<file path="config.mk">
export PLATFORM = sky130hd
export DESIGN_NAME = mem_arbiter
export DESIGN_NICKNAME = d
export VERILOG_FILES = /design/src/rtl/pdp8_mem_pkg.sv /design/src/rtl/mem_arb_pick.sv /design/src/rtl/mem_arbiter.sv
export SDC_FILE = /design/constraint.sdc
export NUM_CORES = 1
export LEC_CHECK = 0
export BUFFER_PORTS_ARGS = -buffer_cell sky130_fd_sc_hd__buf_4
export CAP_MARGIN = 5
export CORE_UTILIZATION = 35
export DETAILED_ROUTE_END_ITERATION = 10
export PLACE_DENSITY = 0.66
export SETUP_SLACK_MARGIN = 0.3
export SLEW_MARGIN = 10
export SYNTH_ARGS = -nofsm -noshare
export SYNTH_HDL_FRONTEND = slang
export SYNTH_HIERARCHICAL = 1
export SYNTH_SLANG_ARGS = --single-unit
</file>
<file path="constraint.sdc">
create_clock -name clk -period 1.85 [get_ports clk]
set_input_delay 0.185 -clock clk [delete_from_list [all_inputs] [get_ports clk]]
set_output_delay 0.185 -clock clk [all_outputs]
set_load 0.01 [all_outputs]
</file>
<file path="src/rtl/pdp8_mem_pkg.sv">
// rtl/pdp8_mem_pkg.sv - shared types and constants for the main-memory arbiter.
// Optional build macro MEM_ARB_FAIR_EN is consumed by mem_arbiter.
package pdp8_mem_pkg;

   localparam int DEF_AW = 15;
   localparam int DEF_DW = 12;

   typedef enum logic [1:0] {
      IDLE  = 2'd0,
      ISSUE = 2'd1,
      WAIT  = 2'd2,
      DONE  = 2'd3
   } state_t;

   // Owner IDs double as bit positions in the one-hot winner vector.
   typedef enum logic [1:0] {
      OWN_BRK = 2'd0,
      OWN_CON = 2'd1,
      OWN_CPU = 2'd2
   } owner_t;

endpackage

</file>
<file path="src/rtl/mem_arb_pick.sv">
// rtl/mem_arb_pick.sv - combinational winner selection: BRK > CON > CPU.
// CON is ineligible while the CPU runs; force_cpu overrides priority for a requesting CPU.
module mem_arb_pick
   import pdp8_mem_pkg::*;
(
   input  logic       brk_req,
   input  logic       con_req,
   input  logic       cpu_req,
   input  logic       cpu_run,
   input  logic       force_cpu,
   output logic [2:0] win,
   output logic       valid
);

   always_comb begin
      win = 3'b000;
      if (force_cpu && cpu_req)
         win[OWN_CPU] = 1'b1;
      else if (brk_req)
         win[OWN_BRK] = 1'b1;
      else if (con_req && !cpu_run)
         win[OWN_CON] = 1'b1;
      else if (cpu_req)
         win[OWN_CPU] = 1'b1;
   end

   assign valid = |win;

endmodule

</file>
<file path="src/rtl/mem_arbiter.sv">
// rtl/mem_arbiter.sv - single-port main-memory arbiter for BRK, console and CPU requesters.
// Define MEM_ARB_FAIR_EN to bound CPU starvation at MAX_WAIT consecutive losses.
module mem_arbiter
   import pdp8_mem_pkg::*;
#(
   parameter int AW       = DEF_AW,
   parameter int DW       = DEF_DW,
   parameter int MEM_LAT  = 2,
   parameter int MAX_WAIT = 4
) (
   input  logic          clk,
   input  logic          rst,
   input  logic          cpu_run,
   input  logic          brk_req,
   input  logic          con_req,
   input  logic          cpu_req,
   input  logic          brk_we,
   input  logic          con_we,
   input  logic          cpu_we,
   input  logic [AW-1:0] brk_addr,
   input  logic [AW-1:0] con_addr,
   input  logic [AW-1:0] cpu_addr,
   input  logic [DW-1:0] brk_wdata,
   input  logic [DW-1:0] con_wdata,
   input  logic [DW-1:0] cpu_wdata,
   output logic          brk_gnt,
   output logic          con_gnt,
   output logic          cpu_gnt,
   output logic          brk_done,
   output logic          con_done,
   output logic          cpu_done,
   output logic [DW-1:0] rdata,
   output logic          busy,
   output logic          mem_en,
   output logic          mem_we,
   output logic [AW-1:0] mem_addr,
   output logic [DW-1:0] mem_wdata,
   input  logic [DW-1:0] mem_rdata
);

   state_t      state;
   state_t      state_nxt;
   owner_t      owner;
   logic [2:0]  lat_cnt;
   logic [2:0]  win;
   logic        win_valid;
   logic        force_cpu;

   mem_arb_pick u_pick (
      .brk_req   (brk_req),
      .con_req   (con_req),
      .cpu_req   (cpu_req),
      .cpu_run   (cpu_run),
      .force_cpu (force_cpu),
      .win       (win),
      .valid     (win_valid)
   );

`ifdef MEM_ARB_FAIR_EN
   localparam int WCW = $clog2(MAX_WAIT + 1);
   localparam logic [WCW-1:0] WAIT_LIMIT = WCW'(MAX_WAIT);

   logic [WCW-1:0] wait_cnt;

   // Counts IDLE evaluations the CPU lost; saturates at the limit until the CPU wins.
   always_ff @(posedge clk) begin
      if (rst || !cpu_req)
         wait_cnt <= '0;
      else if (state == IDLE && win_valid) begin
         if (win[OWN_CPU])
            wait_cnt <= '0;
         else if (wait_cnt != WAIT_LIMIT)
            wait_cnt <= wait_cnt + 1'b1;
      end
   end

   assign force_cpu = (wait_cnt == WAIT_LIMIT);
`else
   assign force_cpu = 1'b0;
`endif

   always_ff @(posedge clk) begin
      if (rst)
         state <= IDLE;
      else
         state <= state_nxt;
   end

   always_comb begin
      state_nxt = state;
      brk_gnt   = 1'b0;
      con_gnt   = 1'b0;
      cpu_gnt   = 1'b0;
      brk_done  = 1'b0;
      con_done  = 1'b0;
      cpu_done  = 1'b0;
      mem_en    = 1'b0;
      case (state)
         IDLE: begin
            if (win_valid)
               state_nxt = ISSUE;
         end
         ISSUE: begin
            mem_en    = 1'b1;
            brk_gnt   = (owner == OWN_BRK);
            con_gnt   = (owner == OWN_CON);
            cpu_gnt   = (owner == OWN_CPU);
            state_nxt = WAIT;
         end
         WAIT: begin
            if (lat_cnt == 3'd1)
               state_nxt = DONE;
         end
         DONE: begin
            brk_done  = (owner == OWN_BRK);
            con_done  = (owner == OWN_CON);
            cpu_done  = (owner == OWN_CPU);
            state_nxt = IDLE;
         end
         default: state_nxt = IDLE;
      endcase
   end

   assign busy = (state != IDLE);

   // Memory-side registers load on the IDLE->ISSUE edge, so they are stable
   // through ISSUE and hold their last values until the next access.
   always_ff @(posedge clk) begin
      if (rst) begin
         owner     <= OWN_BRK;
         mem_we    <= 1'b0;
         mem_addr  <= '0;
         mem_wdata <= '0;
         lat_cnt   <= '0;
         rdata     <= '0;
      end else begin
         case (state)
            IDLE: begin
               if (win[OWN_BRK]) begin
                  owner     <= OWN_BRK;
                  mem_we    <= brk_we;
                  mem_addr  <= brk_addr;
                  mem_wdata <= brk_wdata;
               end else if (win[OWN_CON]) begin
                  owner     <= OWN_CON;
                  mem_we    <= con_we;
                  mem_addr  <= con_addr;
                  mem_wdata <= con_wdata;
               end else if (win[OWN_CPU]) begin
                  owner     <= OWN_CPU;
                  mem_we    <= cpu_we;
                  mem_addr  <= cpu_addr;
                  mem_wdata <= cpu_wdata;
               end
            end
            ISSUE: lat_cnt <= 3'(MEM_LAT);
            WAIT: begin
               lat_cnt <= lat_cnt - 3'd1;
               if (lat_cnt == 3'd1)
                  rdata <= mem_rdata;
            end
            default: ;
         endcase
      end
   end

endmodule

</file>
==> results.txt <==
In this run the most critical hold path is launched from mem_rdata[0]. The power consumption is 3400 µW. The count of buffers added on input and output ports is 149.

The first global-routing pass estimated 10.2 mm of wire. After synthesis, the most frequently instantiated cells are dfxtp_1 (47), mux2i_1 (41), nand2_1 (33). In the post-route analysis, the smallest setup slack over all paths is 0.354 ns. The maximum fanout along the worst path is 4. The summed negative setup slack over all endpoints is 0 ns. For the worst setup path, the data arrival time is 1.31 ns. The number of routed nets with antenna violations came out at 0. For this run, the leading register cell type out of synthesis is dfxtp_1. The clock latency of the later-clocked register in the worst-skew pair came out at between 0.2 and 0.3 ns. The number of iterations in the first detailed-routing pass is 7. The number of nets at the end of the flow is 516.

The layout filler cell count came out at ~590. The final hold violation count is 0. The weighted congestion at the end of routability-driven global placement is 0.745. The worst clock skew on the final layout came out at slightly below 0.005 ns. The number of antenna violations at the first check in global routing is 0.

Among the stages of the critical path, the cell type that occurs most often is buf_4. The count of antenna diodes in the layout is 0. The average via count per standard cell is a little under 5. The number of DRC violations after detailed routing is 10.

On the critical path the largest part of the delay comes from buffers and inverters. The number of setup violations in the final report is 0. The achievable clock frequency came out at 669 MHz. Measured along the x axis, the die boundary spans 84.8 µm. The cell leakage power is 0.00185 µW. The clock sink count is between 40 and 50.

The routing usage on met2 came out at 32.0%. For this run, the number of Yosys warnings is 6. Walking the worst path, the cells encountered are inv_1 -> buf_4 -> ha_2 -> and3b_1 -> buf_4. Synthesis instantiated 31 different standard cells from the library. The part of the cycle the worst path needs came out at 80.8%. The run finished, with violations left. The area of placed instances is 0.00358 mm². The number of instances in the synthesized netlist is 258.

The worst hold path belongs to the class primary input to flop. For this design, the slowest cell found on the critical path is dfxtp_1. The overall fraction of global-route tracks in use came out at 17.8%. In the post-synthesis netlist, the biggest area contributors are dfxtp_1 (39%), mux2i_1 (17%), a22o_1 (10%). The TritonCTS buffer count came out at 5.

In this run the critical register-to-register path is captured at state[0]. The total number of placement rows is 29. A synthesized cell averages 9.29 µm². The routed via count came out at 2362. The logic depth of the worst register-to-register path is 6. The max-slew violation count is 0. The area of the core is around 0.0065 mm². Including well taps, the total number of placed cells is 475. The worst register-to-register path begins at state[0]. The maximum number of buffers from clock root to sink is 2. The worst setup slack before clock tree synthesis came out at -0.156 ns. The tree is rooted in a clkbuf_8. The synthesized design contains 47 register bits. The number of global-route vias before repair is 2255. Setup repair after global routing could not meet its margin everywhere. VDD sags by at most between 0.3 and 0.4 mV. The checks that failed: design-rule violations. The minimum clock period after layout is 1.50 ns. The starting density of the core is 36.9%. The placed wire-length estimate came out at 4.67 mm.

The number of nets handed over by synthesis was 367. The final instance count without filler cells is 485. The average wire per cell in the routed design came out at 13.0 µm. Yosys instantiated no cell more often than dfxtp_1. The number of setup buffers added after CTS is 0. In this run the vertical extent of the chip is 84.8 µm. The CTS tree is yes. STA classifies the critical path endpoint as an output port. Summing the sequential cell areas from Yosys gives 39.2% of the chip area.

The critical path data required time came out at ~1.7 ns. The fraction of final layout cells sized beyond drive strength 1 came out at 43.6%. Relative to the synthesized area, the layout overhead comes to 56.2%. The starting DRC count in detailed routing is 84. The count of cells along the worst hold path came out at 3. The ratio of total power to cell area came out at 907 mW/mm². The die covers 0.00718 mm². The sum of overflow across all layers after global routing is 0. The met1 layer usage reported by global route came out at ~20%. The number of buffers and inverters on the critical path came out at 3.

The total standard cell area after synthesis is between 0.002 and 0.0025 mm². The met3 demand-to-capacity share in global routing is under 10%. The library cell occupying the most area in the post-synthesis netlist is dfxtp_1. met2 is the most crowded layer. The worst setup slack for register-to-register paths came out at 0.36 ns. The final design instance area without fill is 0.00374 mm².

The final wirelength is ~6.3 mm. The H-tree level count is 2. The clock transition time at the flip-flop clock pins of the worst setup and hold paths is around 0.08 ns.

The maximum number of pins on one net before global-route repair is 60. Yosys mapped a number of flops with a built-in enable equal to 0. The max-cap check violation count is 0. The path type of the worst setup path is flop to output port.

The number of I/O pins came out at 150. The share of flip-flops with an asynchronous set or reset came out at 0%. In this design, the stage delay of the slowest critical-path cell is 0.33 ns. For hold timing, the worst endpoint is rdata[0]. The fraction of post-synthesis cell area in the top cell type by area came out at 39.2%.

The startpoint type of the worst setup path is a flop.
[power breakdown]
part / switching (µW) / leakage (µW) / internal (µW) / total [µW]
clock: 327 / 0.0000612 / 437 / 764
sequential: 103 / 0.000384 / 1190 / 1290
combinational: 625 / 0.00140 / 714 / 1340
total: 1050 / 0.00185 / 2340 / 3400
[area by class of cell]
| type | count | area [µm²] | share of cell area [%] |
|---|---|---|---|
| Clock buffer | 6 | 82.6 | 2.21 |
| Multi-Input combinational cell | 187 | 1350 | 36.1 |
| Sequential cell | 47 | 941 | 25.1 |
| Timing Repair Buffer | 159 | 1210 | 32.4 |
| Clock inverter | 2 | 35.0 | 0.936 |
| Tap cell | 77 | 96.3 | 2.57 |
| Inverter | 7 | 26.3 | 0.702 |
[metrics by stage]
stage,hold WS [ns],utilization (%)
after floorplan,0.329,-
after global placement,0.419,55.1
after detailed placement,0.429,55.1
after CTS,0.116,57.3
after global routing,0.125,57.7
final,0.126,57.7
[repair_timing]
item / 4_1_cts / 5_1_grt
hold buffers: 0 / 0
gates cloned: 1 / 1
setup endpoints to repair: 29 / 17
pin swaps: 1 / 1
resized for setup: 3 / 7
[logic make-up (layout without fill, tap and decap cells)]
family,after synthesis,in the layout,share of synthesized area (%)
AND/OR/NAND/NOR,69,70,14.2
AO/OA/AOI/OAI,68,68,19.8
flip-flops,47,47,39.2
multiplexers,41,41,17.1
buffers and inverters,25,174,5.79
adder cells (fa/ha/maj),7,7,3.65
other,1,1,0.156
[sequential cells by signal, indices dropped and copies added (netlist names)]
| register | cells |
|---|---|
| lat_cnt | 3 |
| mem_addr | 15 |
| mem_wdata | 12 |
| mem_we | 1 |
| owner | 2 |
| rdata | 12 |
| state | 2 |
[per-layer routing]
| layer | part of all wire [%] | up-vias |
|---|---|---|
| li1 | - | 1210 |
| met1 | 40 | 1048 |
| met2 | 50 | 98 |
| met3 | 8.6 | 6 |
| met4 | 1.1 | 0 |
| met5 | 0 | - |
[worst min-delay path, delay by kind of cell]
| kind | cells | cell delay [ns] |
|---|---|---|
| buffers and inverters | 1 | 0.08 |
| muxes | 1 | 0.05 |
| and+or+nand+nor | 1 | 0.08 |
[worst max-delay path by stage]
| stage | start | to | slack, ns | depth (start not counted) |
|---|---|---|---|---|
| 2_1_floorplan | state[0] | mem_addr[0] | 0.33 | 7 |
| 6_report | state[1] | cpu_gnt | 0.35 | 5 |
| 4_1_cts | state[1] | cpu_gnt | 0.31 | 5 |
| 3_3_place_gp | brk_req | mem_we | -0.16 | 7 |
| 3_5_place_dp | brk_req | mem_we | -0.16 | 7 |
| 5_1_grt | state[0] | state[0] | 0.28 | 6 |
[layout by cell type (no fill, tap or decap), types with 2 or more instances in the layout]
master,n
nor2_4,2
nor2_1,16
dfxtp_1,47
nand2b_1,2
and3b_1,5
clkbuf_8,6
mux2i_1,41
inv_1,7
a22o_1,28
ha_1,5
nand2_1,33
nor2b_1,2
o21ai_0,31
ha_2,2
buf_4,156
nor3b_2,2
a21oi_1,4
buf_6,2
or3_1,2
No activity file was read; power rests on OpenSTA's default activity.
